<file path="src/rtl/dcache_pkg.sv">
// Shared types for the direct-mapped data cache controller.
//   - Load/store mask encodings used on the core side.
//   - Controller FSM state encoding.
//   - Per-line state record.
package dcache_pkg;

    localparam logic [2:0] MASK_B  = 3'b000;
    localparam logic [2:0] MASK_H  = 3'b001;
    localparam logic [2:0] MASK_W  = 3'b010;
    localparam logic [2:0] MASK_BU = 3'b100;
    localparam logic [2:0] MASK_HU = 3'b101;

    typedef enum logic [1:0] {
        StIdle,
        StWriteback,
        StAllocate
    } state_e;

    // The tag field holds the full word address addr[31:2] of the cached line. The index bits
    // inside it always equal the line's own index, so comparing the whole field is the same as
    // a tag compare, and the victim address is simply {tag, 2'b00}. This keeps the struct
    // independent of the LINES parameter.
    typedef struct packed {
        logic        valid;
        logic        dirty;
        logic [29:0] tag;
        logic [31:0] data;
    } line_t;

endpackage

</file>
<file path="src/rtl/load_store_align.sv">
// Combinational load extraction and store merging for one 32-bit word.
// Ports:
//   word_i       current word (line data)
//   offset_i     byte offset, addr[1:0]
//   mask_i       access size/sign encoding (MASK_*)
//   store_data_i store data; byte/half taken from the low bits
//   load_data_o  extended load result; 0 for an unknown mask
//   store_word_o word_i with the store lane(s) replaced
module load_store_align
    import dcache_pkg::*;
(
    input  logic [31:0] word_i,
    input  logic [1:0]  offset_i,
    input  logic [2:0]  mask_i,
    input  logic [31:0] store_data_i,
    output logic [31:0] load_data_o,
    output logic [31:0] store_word_o
);

    logic [7:0]  byte_sel;
    logic [15:0] half_sel;

    always_comb begin
        unique case (offset_i)
            2'd0:    byte_sel = word_i[7:0];
            2'd1:    byte_sel = word_i[15:8];
            2'd2:    byte_sel = word_i[23:16];
            default: byte_sel = word_i[31:24];
        endcase
        half_sel = offset_i[1] ? word_i[31:16] : word_i[15:0];

        case (mask_i)
            MASK_B:  load_data_o = {{24{byte_sel[7]}}, byte_sel};
            MASK_H:  load_data_o = {{16{half_sel[15]}}, half_sel};
            MASK_W:  load_data_o = word_i;
            MASK_BU: load_data_o = {24'h0, byte_sel};
            MASK_HU: load_data_o = {16'h0, half_sel};
            default: load_data_o = '0;
        endcase
    end

    always_comb begin
        store_word_o = word_i;
        case (mask_i)
            MASK_B: begin
                unique case (offset_i)
                    2'd0:    store_word_o[7:0]   = store_data_i[7:0];
                    2'd1:    store_word_o[15:8]  = store_data_i[7:0];
                    2'd2:    store_word_o[23:16] = store_data_i[7:0];
                    default: store_word_o[31:24] = store_data_i[7:0];
                endcase
            end
            MASK_H: begin
                if (offset_i[1]) store_word_o[31:16] = store_data_i[15:0];
                else             store_word_o[15:0]  = store_data_i[15:0];
            end
            MASK_W:  store_word_o = store_data_i;
            default: store_word_o = word_i;
        endcase
    end

endmodule

</file>
<file path="src/rtl/dcache_ctrl.sv">
// Direct-mapped, write-back, write-allocate L1 data cache controller, one word per line.
// Ports:
//   clk, reset            clock; synchronous active-high reset
//   cpu_addr/wdata/mask   core request (byte address, store data, size/sign)
//   cpu_rd_en/wr_en       load/store request; both high is a store
//   cpu_rdata             extended load data (0 unless a load hits)
//   cpu_stall             core holds its request while high
//   mem_addr/wdata        word-aligned memory address, writeback data
//   mem_rd_en/wr_en       line fill / victim writeback request
//   mem_mask              always word
//   mem_rdata, mem_ready  fill data; completion of the current memory request
module dcache_ctrl
    import dcache_pkg::*;
#(
    parameter  int unsigned LINES   = 64,
    localparam int unsigned INDEX_W = $clog2(LINES)
) (
    input  logic        clk,
    input  logic        reset,
    input  logic [31:0] cpu_addr,
    input  logic [31:0] cpu_wdata,
    input  logic [2:0]  cpu_mask,
    input  logic        cpu_rd_en,
    input  logic        cpu_wr_en,
    output logic [31:0] cpu_rdata,
    output logic        cpu_stall,
    output logic [31:0] mem_addr,
    output logic [31:0] mem_wdata,
    output logic        mem_rd_en,
    output logic        mem_wr_en,
    output logic [2:0]  mem_mask,
    input  logic [31:0] mem_rdata,
    input  logic        mem_ready
);

    line_t              lines_q [LINES];
    state_e             state_q, state_d;
    logic [29:0]        miss_addr_q, miss_addr_d;

    logic [29:0]        req_waddr;
    logic [INDEX_W-1:0] req_idx, seq_idx;
    line_t              req_line, seq_line;
    logic               req_hit;
    logic               fill_en, store_en;
    logic [31:0]        load_data, store_word;

    assign req_waddr = cpu_addr[31:2];
    assign req_idx   = cpu_addr[INDEX_W+1:2];
    assign seq_idx   = miss_addr_q[INDEX_W-1:0];
    assign req_line  = lines_q[req_idx];
    assign seq_line  = lines_q[seq_idx];
    assign req_hit   = req_line.valid && (req_line.tag == req_waddr);
    assign mem_mask  = MASK_W;

    load_store_align u_align (
        .word_i       (req_line.data),
        .offset_i     (cpu_addr[1:0]),
        .mask_i       (cpu_mask),
        .store_data_i (cpu_wdata),
        .load_data_o  (load_data),
        .store_word_o (store_word)
    );

    always_comb begin
        state_d     = state_q;
        miss_addr_d = miss_addr_q;
        cpu_stall   = 1'b0;
        cpu_rdata   = '0;
        mem_rd_en   = 1'b0;
        mem_wr_en   = 1'b0;
        mem_addr    = '0;
        mem_wdata   = '0;
        fill_en     = 1'b0;
        store_en    = 1'b0;

        // Outputs are forced quiet while reset is held so nothing leaks to memory.
        if (!reset) begin
            unique case (state_q)
                StIdle: begin
                    if (cpu_rd_en || cpu_wr_en) begin
                        if (req_hit) begin
                            if (cpu_wr_en) store_en  = 1'b1;
                            else           cpu_rdata = load_data;
                        end else begin
                            cpu_stall   = 1'b1;
                            miss_addr_d = req_waddr;
                            state_d     = (req_line.valid && req_line.dirty) ? StWriteback
                                                                             : StAllocate;
                        end
                    end
                end
                StWriteback: begin
                    cpu_stall = 1'b1;
                    mem_wr_en = 1'b1;
                    mem_addr  = {seq_line.tag, 2'b00};
                    mem_wdata = seq_line.data;
                    if (mem_ready) state_d = StAllocate;
                end
                StAllocate: begin
                    cpu_stall = 1'b1;
                    mem_rd_en = 1'b1;
                    mem_addr  = {miss_addr_q, 2'b00};
                    if (mem_ready) begin
                        fill_en = 1'b1;
                        state_d = StIdle;
                    end
                end
                default: state_d = StIdle;
            endcase
        end
    end

    always_ff @(posedge clk) begin
        if (reset) begin
            state_q     <= StIdle;
            miss_addr_q <= '0;
        end else begin
            state_q     <= state_d;
            miss_addr_q <= miss_addr_d;
        end
    end

    // Only valid/dirty are reset; stale tag/data are harmless once valid is clear.
    always_ff @(posedge clk) begin
        if (reset) begin
            for (int i = 0; i < int'(LINES); i++) begin
                lines_q[i].valid <= 1'b0;
                lines_q[i].dirty <= 1'b0;
            end
        end else if (fill_en) begin
            lines_q[seq_idx] <= '{valid: 1'b1, dirty: 1'b0, tag: miss_addr_q, data: mem_rdata};
        end else if (store_en) begin
            lines_q[req_idx].data  <= store_word;
            lines_q[req_idx].dirty <= 1'b1;
        end
    end

endmodule

</file>
<file path="config.mk">
export PLATFORM = sky130hd
export DESIGN_NAME = dcache_ctrl
export DESIGN_NICKNAME = d
export VERILOG_FILES = /design/src/rtl/dcache_pkg.sv /design/src/rtl/load_store_align.sv /design/src/rtl/dcache_ctrl.sv
export SDC_FILE = /design/constraint.sdc
export NUM_CORES = 2
export LEC_CHECK = 0
export ABC_CLOCK_PERIOD_IN_PS = 8850
export BUFFER_PORTS_ARGS = -buffer_cell sky130_fd_sc_hd__buf_4
export CAP_MARGIN = 20
export CELL_PAD_IN_SITES_DETAIL_PLACEMENT = 2
export CELL_PAD_IN_SITES_GLOBAL_PLACEMENT = 2
export CORE_MARGIN = 10
export CORE_UTILIZATION = 30
export DETAILED_ROUTE_END_ITERATION = 16
export GPL_TIMING_DRIVEN = 1
export PLACE_DENSITY = 0.52
export SLEW_MARGIN = 20
export SYNTH_ARGS = -nofsm -noshare
export SYNTH_HDL_FRONTEND = slang
export SYNTH_HIERARCHICAL = 1
export SYNTH_SLANG_ARGS = --single-unit
</file>
<file path="constraint.sdc">
create_clock -name clk -period 8.85 [get_ports clk]
set_input_delay 1.3275 -clock clk [delete_from_list [all_inputs] [get_ports clk]]
set_output_delay 1.3275 -clock clk [all_outputs]
set_load 0.02 [all_outputs]
</file>
==> impl_metrics.env <==
export IMPL_status="finished, final reports clean"
export IMPL_gp_congestion=0.829
export IMPL_hold_path_class="reg2reg"
export IMPL_grt_pass1_vias=120815
export IMPL_worstMarginPinSlew_ns=1.27
export IMPL_num_io_pins=206
export IMPL_synth_most_common_cell="edfxtp_1"
export IMPL_grt_max_degree=95
export IMPL_drc=0
export IMPL_viasPerCell=5.92
export IMPL_cts_sinks=4134
export IMPL_numCtsBuffers=471
export IMPL_critical_path_arrival_ns=7.32
export IMPL_fin_skew_ns=0.0751
export IMPL_synth_top_area_share_pct=63.4
export IMPL_track_usage_pct=24.1
export IMPL_initial_core_util_pct=30.1
export IMPL_grt_setup_unrepaired="no"
export IMPL_ys_warn_count=6
export IMPL_synth_area_mm2=0.194
export IMPL_area_delta_synth_final_pct=17.7
export IMPL_die_area_mm2=0.679
export IMPL_synth_cell_types=93
export IMPL_hold_violations=0
export IMPL_worstSetupPathType="in2out"
export IMPL_cts_htree_levels=5
export IMPL_synth_top_cells_by_count="edfxtp_1 (4096), mux4_2 (2294), clkbuf_1 (403), mux2i_1 (378), nor2_1 (352)"
export IMPL_reg2reg_slack_ns=2.26
export IMPL_fin_setup_tns_ns=0
export IMPL_first_iter_violations=13390
export IMPL_wl_per_cell_um=44.0
export IMPL_post_cts_buffers=0
export IMPL_std_cell_rows=295
export IMPL_async_flop_share_pct=0
export IMPL_cts_hold_fix_buffers=0
export IMPL_setup_violations_final=0
export IMPL_cts_max_path_buffers=4
export IMPL_fp_coreArea_mm2=0.645
export IMPL_fillCellCount=61902
export IMPL_cp_required_ns=7.52
export IMPL_grt_pass1_wl_um=1130000
export IMPL_avgSynthCellArea_um2=20.5
export IMPL_clkLatencyLatePin_ns=1.09
export IMPL_synth_edf_count=4096
export IMPL_p_total_mw=48.3
export IMPL_drive_above_1_share_pct=40.1
export IMPL_cts_resized=0
export IMPL_antenna_found_initial=40
export IMPL_power_density_mw_per_mm2=212
export IMPL_synth_area_leader_cell="edfxtp_1"
export IMPL_crit_fanout=44
export IMPL_globalRouteOverflowTotal=0
export IMPL_critPathCaptureType="primary output"
export IMPL_max_freq_ghz=0.116
export IMPL_postRouteWirelength_um=839000
export IMPL_dr_pass1_iters=6
export IMPL_finalCriticalPeriod_ns=8.64
export IMPL_final_nets=10124
export IMPL_cts_tree="built"
export IMPL_power_leakage_nw=69.5
export IMPL_cts_reportedPaths_clkPinSlew_ns=0.06
export IMPL_synth_seq_cells=4134
export IMPL_synth_cells=9441
export IMPL_seq_area_frac_synth_pct=63.8
export IMPL_yosys_top_cells_area="edfxtp_1 (63%), mux4_2 (27%), mux2i_1 (2.0%)"
export IMPL_final_max_slew_viol_count=0
export IMPL_max_slew_margin_rel_pct=14.2
export IMPL_root_buffer="clkbuf_16"
export IMPL_start_kind="primary input"
export IMPL_ant_nets=0
export IMPL_peakVddDrop_mv=0.171
export IMPL_port_buffers=200
export IMPL_post_dp_hpwl_um=522000
export IMPL_finalCritPeriodShare_pct=97.7
export IMPL_die_x_um=824
export IMPL_vias=112757
export IMPL_dieHeight_um=824
export IMPL_cap_violations=0
export IMPL_synth_flop_cell="edfxtp_1"
-- worst max-delay path, stage by stage --
cell	delay [ns]
buf_8	0.22
buf_4	0.40
nand3_1	0.46
o22ai_1	0.19
o41ai_1	0.79
o31ai_2	0.38
xnor2_1	0.23
buf_4	0.18
or4_1	0.69
or3_1	0.48
nor3_1	0.54
buf_4	0.22
and4b_2	0.47
buf_12	0.23
and2_1	0.17
buf_4	0.15
-- state kept, by name, indices dropped and copies added (netlist names), named ones only --
| name | flops |
|---|---|
| state_q | 2 |
| lines_q | 4096 |
| miss_addr_q | 30 |
-- layout by cell type (no fill, tap or decap), types with 111 or more instances in the layout --
cell / synthesis / routed
clkinv_1: 1 / 111
mux2i_1: 378 / 369
edfxtp_1: 4096 / 4096
buf_4: 55 / 596
mux4_2: 2294 / 2294
nand2_1: 188 / 186
o21ai_0: 139 / 139
buf_12: 0 / 280
nor2_4: 0 / 125
clkbuf_16: 0 / 478
nor2_1: 352 / 225
a22oi_1: 162 / 162
-- stage by stage --
| step | worst slack (ns) | hold WS [ns] | util (%) | area, um2 | std cells |
|---|---|---|---|---|---|
| floorplan | 0.599 | 0.475 | - | 194000 | 9444 |
| global placement | 0.0304 | 0.499 | 33.0 | 213000 | 18147 |
| detailed placement | 0.198 | 0.520 | 33.0 | 213000 | 18152 |
| CTS | 0.181 | 0.484 | 35.4 | 228000 | 19023 |
| global route | 0.0945 | 0.545 | 35.4 | 228000 | 19031 |
| finish | 0.206 | 0.538 | 35.4 | 228000 | 19042 |
-- cells by family (layout without fill, tap and decap cells) --
logic type | after synthesis | in the layout | synth area share, %
DFF | 4134 | 4134 | 63.8
muxes | 2753 | 2753 | 29.1
and+or+nand+nor | 974 | 974 | 2.45
buffers and inverters | 817 | 1787 | 1.92
AOI/OAI and AO/OA | 735 | 735 | 2.58
xor gates and xnor gates | 22 | 22 | 0.0994
adders and majority gates | 4 | 4 | 0.0258
other | 2 | 20 | 0.00387
-- final timing paths --
| kind | start | endpoint | cells past startpoint |
|---|---|---|---|
| max | cpu_addr[5] | cpu_rdata[27] | 16 |
| min | miss_addr_q[25] | miss_addr_q[25] | 2 |
| max reg2reg | lines_q[23][49] | lines_q[54][18] | 14 |
| min reg2reg | miss_addr_q[25] | miss_addr_q[25] | 2 |
-- layout make-up --
type / instances / area, um2 / share of cell area, %
flip-flops and latches: 4134 / 124000 / 54.2
multi-input cells: 4493 / 67900 / 29.8
clock buffers: 583 / 12500 / 5.46
well taps: 8613 / 10800 / 4.72
repair buffers: 886 / 10200 / 4.49
clock inverters: 288 / 2850 / 1.25
inverters: 30 / 121 / 0.0532
diodes: 15 / 37.5 / 0.0165
-- metal layers --
layer | track usage [%] | vias up | share of wire (%)
met5 | 0 | - | 0.0029
met2 | 40.4 | 4493 | 49
li1 | - | 42461 | -
met3 | 3.63 | 1165 | 5.9
met1 | 31.7 | 64634 | 41
met4 | 8.78 | 4 | 4.3
-- power by group --
group,total (mW),switching (mW),internal (mW),leakage (nW)
sequential,21.9,0.120,21.8,37.5
clock,20.0,8.58,11.4,7.45
combinational,6.40,3.82,2.58,24.6
total,48.3,12.5,35.8,69.5
Power figures use the tool's default switching activity.
